`config.mk`:
```
export PLATFORM = sky130hd
export DESIGN_NAME = coll_event_gen
export DESIGN_NICKNAME = d
export VERILOG_FILES = /design/src/rtl/coll_event_gen.sv
export SDC_FILE = /design/constraint.sdc
export NUM_CORES = 1
export LEC_CHECK = 0
export BUFFER_PORTS_ARGS = -buffer_cell sky130_fd_sc_hd__buf_2
export CORE_MARGIN = 8
export CORE_UTILIZATION = 25
export DETAILED_ROUTE_END_ITERATION = 7
export GPL_TIMING_DRIVEN = 1
export PLACE_DENSITY = 0.38
export SYNTH_ARGS = -nofsm -noshare
export SYNTH_HDL_FRONTEND = slang
export SYNTH_SLANG_ARGS = --single-unit
```
`constraint.sdc`:
```
create_clock -name clk -period 4.95 [get_ports clk]
set_input_delay 1.485 -clock clk [delete_from_list [all_inputs] [get_ports clk]]
set_output_delay 1.485 -clock clk [all_outputs]
set_load 0.01 [all_outputs]
```
`src/rtl/coll_event_gen.sv`:
```
// coll_event_gen: synchronizes and debounces the raw good/bad collision inputs, queues the
// resulting events in small saturating counters, and issues spaced one-cycle strobes to the
// score logic. Bad events have strict priority over good ones.
// Optional feature macro: COLL_AUTOREPEAT_EN (periodic extra events while an input stays high).
module coll_event_gen #(
   parameter int unsigned DEBOUNCE_CYCLES = 4,
   parameter int unsigned GAP_CYCLES      = 10,
   parameter int unsigned PEND_MAX        = 3,
   parameter int unsigned REPEAT_CYCLES   = 50
) (
   input  logic clk,
   input  logic rst,
   input  logic goodBtnRaw,
   input  logic badBtnRaw,
   output logic goodCollButton,
   output logic badCollButton,
   output logic busy,
   output logic eventDropped
);

   localparam int unsigned CW = $clog2(DEBOUNCE_CYCLES) + 1;
   localparam int unsigned GW = $clog2(GAP_CYCLES) + 1;
   localparam logic [CW-1:0] CntMax  = CW'(DEBOUNCE_CYCLES - 1);
   localparam logic [GW-1:0] GapLoad = GW'(GAP_CYCLES - 1);
   localparam logic [2:0]    PendMax = 3'(PEND_MAX);

   if (DEBOUNCE_CYCLES < 1 || GAP_CYCLES < 1 || PEND_MAX < 1 || PEND_MAX > 7 ||
       REPEAT_CYCLES < 1) begin : g_param_err
      $error("coll_event_gen: illegal parameter value");
   end

   typedef enum logic [1:0] {StIdle, StPulse, StGap} state_e;

   // Index 0 is the good input, index 1 the bad input.
   logic [1:0]    raw;
   logic [1:0]    meta_q, sync_q;
   logic [1:0]    db_q, db_d;
   logic [CW-1:0] cnt_q [2];
   logic [CW-1:0] cnt_d [2];
   logic [1:0]    rise, ev;

   logic [2:0]    gp_q, gp_d, bp_q, bp_d;
   logic          drop_d, dropped_q, busy_q;
   logic          take_good, take_bad;

   state_e        state_q;
   logic [GW-1:0] gap_q;
   logic          good_q, bad_q;

   assign raw = {badBtnRaw, goodBtnRaw};

   // Two-flop synchronizers for the asynchronous raw inputs.
   always_ff @(posedge clk or negedge rst) begin
      if (!rst) begin
         meta_q <= '0;
         sync_q <= '0;
      end else begin
         meta_q <= raw;
         sync_q <= meta_q;
      end
   end

   // Debouncer next state: a level must persist DEBOUNCE_CYCLES samples to be accepted.
   always_comb begin
      db_d = db_q;
      rise = '0;
      for (int i = 0; i < 2; i++) begin
         cnt_d[i] = cnt_q[i];
         if (sync_q[i] == db_q[i]) begin
            cnt_d[i] = '0;
         end else if (cnt_q[i] == CntMax) begin
            db_d[i]  = sync_q[i];
            cnt_d[i] = '0;
            rise[i]  = sync_q[i];
         end else begin
            cnt_d[i] = cnt_q[i] + CW'(1);
         end
      end
   end

   // Debouncer state registers.
   always_ff @(posedge clk or negedge rst) begin
      if (!rst) begin
         db_q <= '0;
         for (int i = 0; i < 2; i++) cnt_q[i] <= '0;
      end else begin
         db_q <= db_d;
         for (int i = 0; i < 2; i++) cnt_q[i] <= cnt_d[i];
      end
   end

`ifdef COLL_AUTOREPEAT_EN
   localparam int unsigned RW = $clog2(REPEAT_CYCLES) + 1;
   localparam logic [RW-1:0] RepMax = RW'(REPEAT_CYCLES - 1);

   logic [RW-1:0] rep_q [2];
   logic [RW-1:0] rep_d [2];
   logic [1:0]    rep_ev;

   // Repeat timers run only while the debounced level is high, phased from the original event.
   always_comb begin
      rep_ev = '0;
      for (int i = 0; i < 2; i++) begin
         if (!db_q[i]) begin
            rep_d[i] = '0;
         end else if (rep_q[i] == RepMax) begin
            rep_d[i]  = '0;
            rep_ev[i] = 1'b1;
         end else begin
            rep_d[i] = rep_q[i] + RW'(1);
         end
      end
   end

   // Repeat timer registers.
   always_ff @(posedge clk or negedge rst) begin
      if (!rst) begin
         for (int i = 0; i < 2; i++) rep_q[i] <= '0;
      end else begin
         for (int i = 0; i < 2; i++) rep_q[i] <= rep_d[i];
      end
   end

   assign ev = rise | rep_ev;
`else
   assign ev = rise;
`endif

   // Strobe selection from IDLE; bad wins whenever both are pending.
   always_comb begin
      take_bad  = (state_q == StIdle) && (bp_q != '0);
      take_good = (state_q == StIdle) && (bp_q == '0) && (gp_q != '0);
   end

   // Pending counters: a simultaneous event and dispatch cancel out; a full counter drops.
   always_comb begin
      gp_d   = gp_q;
      bp_d   = bp_q;
      drop_d = 1'b0;
      if (ev[0] && !take_good) begin
         if (gp_q == PendMax) drop_d = 1'b1;
         else                 gp_d   = gp_q + 3'd1;
      end else if (!ev[0] && take_good) begin
         gp_d = gp_q - 3'd1;
      end
      if (ev[1] && !take_bad) begin
         if (bp_q == PendMax) drop_d = 1'b1;
         else                 bp_d   = bp_q + 3'd1;
      end else if (!ev[1] && take_bad) begin
         bp_d = bp_q - 3'd1;
      end
   end

   // Pending counters, sticky drop flag and busy status.
   always_ff @(posedge clk or negedge rst) begin
      if (!rst) begin
         gp_q      <= '0;
         bp_q      <= '0;
         dropped_q <= 1'b0;
         busy_q    <= 1'b0;
      end else begin
         gp_q      <= gp_d;
         bp_q      <= bp_d;
         dropped_q <= dropped_q | drop_d;
         busy_q    <= (state_q != StIdle) || (gp_q != '0) || (bp_q != '0);
      end
   end

   // Strobe sequencer: one-cycle pulse, then GAP_CYCLES+1 cycles before IDLE may fire again.
   always_ff @(posedge clk or negedge rst) begin
      if (!rst) begin
         state_q <= StIdle;
         gap_q   <= '0;
         good_q  <= 1'b0;
         bad_q   <= 1'b0;
      end else begin
         good_q <= 1'b0;
         bad_q  <= 1'b0;
         unique case (state_q)
            StIdle: begin
               if (take_bad) begin
                  bad_q   <= 1'b1;
                  state_q <= StPulse;
               end else if (take_good) begin
                  good_q  <= 1'b1;
                  state_q <= StPulse;
               end
            end
            StPulse: begin
               gap_q   <= GapLoad;
               state_q <= StGap;
            end
            StGap: begin
               if (gap_q == '0) state_q <= StIdle;
               else             gap_q   <= gap_q - GW'(1);
            end
            default: state_q <= StIdle;
         endcase
      end
   end

   assign goodCollButton = good_q;
   assign badCollButton  = bad_q;
   assign busy           = busy_q;
   assign eventDropped   = dropped_q;

endmodule

```
Word-level counts from Yosys, hierarchy flattened
Cells that the tools add are included.
{"block": "totals", "wordCells": 94, "ff_bits": 29, "inputBits": 4, "output_inout_bits": 4}
{"block": "op_classes", "addsub": 7, "n_mux": 29, "bitwise_logic": 3, "reduce_logical": 28, "n_eq_ne": 13}
{"operator": "3-bit two-way mux", "n": 10}
{"operator": "1-bit two-way mux", "n": 13}
{"operator": "3-bit by 1-bit adder with 3-bit output (second input constant)", "n": 4}
{"operator": "3-bit by 2-bit equality test with 1-bit output (second input constant)", "n": 4}
{"operator": "2-bit AND reduction", "n": 6}
{"operator": "5-bit case mux with 2 select lines", "n": 1}
{"operator": "2-bit inequality test (second input constant)", "n": 4}
{"operator": "2-bit nonzero test", "n": 4}
{"operator": "1-bit logical AND", "n": 7}
{"operator": "2-bit two-way mux", "n": 3}
{"operator": "2-bit case mux with 3 select lines", "n": 1}
{"operator": "3-bit nonzero test", "n": 2}
{"operator": "3-bit by 1-bit subtractor with 3-bit output (second input constant)", "n": 2}
{"operator": "5-bit zero test", "n": 1}
{"operator": "5-bit two-way mux", "n": 1}
{"operator": "5-bit by 1-bit subtractor with 5-bit output (second input constant)", "n": 1}
{"operator": "1-bit zero test", "n": 4}
{"operator": "3-bit zero test", "n": 1}
{"operator": "3-bit inequality test (second input constant)", "n": 1}
{"operator": "1-bit equality test", "n": 2}
{"operator": "2-bit by 1-bit equality test with 1-bit output (second input constant)", "n": 1}
{"operator": "2-bit equality test (second input constant)", "n": 1}
{"operator": "2-bit zero test", "n": 1}
{"operator": "1-bit logical OR", "n": 2}
{"operator": "other kinds (2)", "n": 3}

Depth between registers and ports, before layout
{"block": "logic_depth", "ltp_word": 9, "ltp_mapped": 9, "mapped_depth_nobuf": 8}

Worst setup path before layout
Ideal clock, no wire load.
{"block": "synth_path", "kind": "flip-flop to flip-flop", "start": "register bp_q[1]", "end": "register gp_q[1]", "arrival_ns": 2.018, "n_path_buf": 2, "setup_slack_ns": 2.797, "path_stages_with_launch": 10, "required_ns": 4.815, "synth_period_minus_slack_ns": 2.153, "setup_time_ns": 0.135, "cell_sequence": "dfrtp_1 -> buf_6 -> nor3_2 -> buf_4 -> nand2_1 -> o21ai_0 -> fa_1 -> a31o_2 -> a32oi_1 -> o211ai_1"}
{"block": "synth_between", "elab_cells_between_ends": 10, "classes_between": "eq/ne: 1; mux: 1; reduce/logical: 8"}
{"element": "start, declared", "line": "42", "rtl": "logic [2:0] gp_q, gp_d, bp_q, bp_d;"}
{"element": "start signal, assigned", "line": "163", "rtl": "bp_q <= bp_d;"}
{"element": "3-bit zero test", "line": "132", "rtl": "take_good = (state_q == StIdle) && (bp_q == '0) && (gp_q != '0);"}
{"element": "1-bit logical AND (2 in a row)", "line": "132"}
{"element": "1-bit zero test", "line": "140", "rtl": "if (ev[0] && !take_good) begin"}
{"element": "1-bit logical AND", "line": "140"}
{"element": "3-bit two-way mux", "line": "140"}
{"element": "via gp_d[1]", "line": "42"}
{"element": "end signal, assigned", "line": "162", "rtl": "gp_q <= gp_d;"}
{"element": "end, declared", "line": "42"}
The timed path passes the listed nets, and every way through them passes these cells.
A chain may end at the register's enable or synchronous reset.

Final worst setup path
Ends and elaborated chain as after synthesis.

==> summary.md <==
| Metric | Value |
|---|---|
| Run status | `completed` |
| # setup viols final | `0` |
| Worst Setup Start Kind | `flop` |
| Gpl congestion | `0.775` |
| HPWL Detailed | `1990 um` |
| Post-CTS sizing | `0` |
| R2r setup slk | `2.41 ns` |
| Core area | `0.00585 mm2` |
| Layout cells sized above 1 | `17.1%` |
| Fillers | `615` |
| Die W | `93.4 um` |
| H-tree depth | `2` |
| Critical Path AT | `2.68 ns` |
| CTS buffer count | `5` |
| Fin. Hold Viols | `0` |
| Async set-or-reset flop fraction in the synthesized netlist | `100%` |
| CTS tree | `done` |
| Synth Register Bits | `29` |
| Row count | `28` |
| Sequential area share after synthesis | `48.4%` |
| CTS Hold Buffers Added | `0` |
| Sink Count | `29` |
| # diodes | `0` |
| Worst reg2reg endpoint | `gp_q[1]` |
| HP Start | `meta_q[0]` |
| Ys Warns | `0` |
| Post-Synthesis Cells | `138` |
| Syn_nets | `147` |
| Post-synthesis cell area | `0.00150 mm2` |
| Worst skew pair latency | `0.28 ns` |
| Port bufs | `7` |
| Ys flop type | `dfrtp_1` |
| Slowest CP cell | `nor3_2` |
| Slowest stage delay, CP | `0.57 ns` |
| Via count | `1038` |
| CP Capture Type | `flop` |
| Tot Pwr | `0.000960 W` |
| Root buf cell | `clkbuf_8` |
| Synth-to-Final Area Change | `10.8%` |
| PwrDens | `578 mW/mm2` |
| Global-route wire length before repair | `5120 um` |
| CP Cell Sequence | `nor3_2 -> nand2_1 -> o21ai_0 -> fa_1 -> a31o_2 -> a32oi_1 -> o211ai_1` |
| DIE AREA | `0.00873 mm2` |
| DRT Pass-1 Iters | `4` |
| CP required | `5.09 ns` |
| Max-cap violations | `0` |
| Iter 0 DRT Violations | `89` |
| Die H | `93.4 um` |
| Antenna violations before repair | `0` |
| Critical path class | `flop to flop` |
| Setup bufs post-CTS | `0` |
| Critical Path Source | `bp_q[1]` |
| Max Clock Freq | `394 MHz` |
| Ports | `8` |
| Drt wl/cell | `12.7 um` |
| Vias per cell | `4.70` |
| Initial Util | `25.6%` |
| GR Overflow Total | `0` |
| Min-delay worst type | `flop to flop` |
| Reg2Reg Launch Point | `bp_q[1]` |
| Maximum buffer depth of the clock tree | `2` |
| Fin Clk Skew | `0.0114 ns` |
| Worst Path Max Fanout | `11` |
| Worst-Margin Slew | `0.666 ns` |
| Reg clk slew, reported paths | `0.07 ns` |
| CP bufs+invs | `0` |
| Worst vdd ir | `134 uV` |
| Post-route DRC violation count | `0` |
| Final period utilization | `51.3%` |
| Synth Area per Inst | `10.9 um2` |
| Lkg Pwr | `0.685 nW` |
| RSZ-0062 raised after global routing | `no` |
| Minimum clock period | `2.54 ns` |
| Vias in the first global route | `1133` |
| Total Wirelength | `2820 um` |
| EDFF count, synth | `0` |
| Routed Antenna Nets | `0` |
| Distinct cells, synth | `50` |
| Number of cells on the critical path | `7` |
| Setup_tns | `0 ns` |
| Total GRT Usage | `7.42%` |
| Max-Slew Margin vs Limit | `55.6%` |
| Pins Over Slew Limit | `0` |
| Setup crit end | `gp_q[1]` |
| Largest net degree at the start of global routing | `30` |
| CP delay by family, top | `compound AO/OA/AOI/OAI gates` |
| Nets@finish | `154` |
| R2r worst-path depth | `7` |
## per-stage QoR
| stage | instances | hold WS, ns | worst slack (ns) | instance area, um2 | util (%) |
|---|---|---|---|---|---|
| 2_1_floorplan | 138 | 0.331 | 2.80 | 1500 | - |
| 3_3_place_gp | 213 | 0.332 | 2.48 | 1580 | 27.0 |
| 3_5_place_dp | 213 | 0.336 | 2.46 | 1580 | 27.0 |
| 4_1_cts | 221 | 0.350 | 2.44 | 1660 | 28.4 |
| 5_1_grt | 221 | 0.369 | 2.16 | 1660 | 28.4 |
| 6_report | 221 | 0.348 | 2.41 | 1660 | 28.4 |
## cell usage after synthesis (2+ instances only)
master | number | area (um2)
mux2_2 | 3 | 33.8
a21boi_0 | 2 | 15.0
buf_4 | 3 | 22.5
a31oi_1 | 3 | 18.8
inv_1 | 6 | 22.5
ha_1 | 4 | 50.1
o21ai_0 | 5 | 25.0
nor2b_1 | 5 | 31.3
a41oi_1 | 2 | 17.5
buf_2 | 2 | 10.0
nor3b_1 | 3 | 22.5
mux2i_1 | 3 | 30.0
nor2_1 | 6 | 22.5
nand3_1 | 2 | 10.0
xnor2_1 | 3 | 26.3
dfrtp_1 | 29 | 726
nor3_1 | 7 | 35.0
nand2_1 | 10 | 37.5
o211ai_1 | 5 | 37.5
a21oi_1 | 5 | 25.0
## layout by cell type (no fill, tap or decap), types with 2 or more instances in the layout
master,synthesis,final
inv_1,6,6
o21ai_0,5,5
mux2_2,3,3
ha_1,4,4
nor2_1,6,6
a41oi_1,2,2
a31oi_1,3,3
nor2b_1,5,5
clkbuf_8,0,5
nand3_1,2,2
buf_2,2,7
a21oi_1,5,5
mux2i_1,3,3
nor3b_1,3,3
xnor2_1,3,3
dfrtp_1,29,29
clkbuf_1,1,3
nand2_1,10,10
o211ai_1,5,5
a21boi_0,2,2
nor3_1,7,7
## final cells by class
type	instances	area, um2	area share, %
sequential	29	726	43.7
tap	75	93.8	5.65
inverter	7	26.3	1.58
timing repair buffer	7	35.0	2.11
multi-input combinational	95	699	42.1
clock buffer	8	80.1	4.82
## power breakdown
| group | leakage, nW | internal, W | total, W | switching (W) |
|---|---|---|---|---|
| Sequential | 0.351 | 0.000314 | 0.000410 | 0.0000966 |
| Clock | 0.0395 | 0.0000996 | 0.000184 | 0.0000840 |
| Combinational | 0.294 | 0.000167 | 0.000367 | 0.000200 |
## logic make-up (layout without fill, tap and decap cells)
| logic type | count (synthesis) | count (layout) | share of synthesized area [%] |
|---|---|---|---|
| xor+xnor | 3 | 3 | 1.75 |
| simple gates | 46 | 46 | 18.9 |
| buf+inv | 14 | 22 | 4.92 |
| compound gates | 34 | 34 | 16.3 |
| flops | 29 | 29 | 48.4 |
| mux | 7 | 7 | 5.01 |
| fa+ha+maj | 5 | 5 | 4.67 |
## worst min-delay path by stage
stage	to	slack, ns	cells after the start
floorplan	sync_q[0]	0.33	0
global placement	sync_q[1]	0.33	0
detailed placement	sync_q[0]	0.34	0
CTS	sync_q[0]	0.35	0
global route	sync_q[0]	0.37	0
finish	sync_q[0]	0.35	0
## flip-flops by register name, summed over array words and instances (netlist names), 2 cells and up
name     flops
cnt_q        6
gap_q        5
state_q      2
bp_q         3
db_q         2
gp_q         3
meta_q       2
sync_q       2
## routing by layer
metal	global-route usage, %	up-vias	routed length, um	share of wire [%]
met2	11.1	13	1260	45
met5	0	-	0	0
met3	2.40	7	112	4.0
met1	8.65	501	1370	49
li1	-	517	-	-
met4	5.64	0	70	2.5
Power figures use the tool's default switching activity.
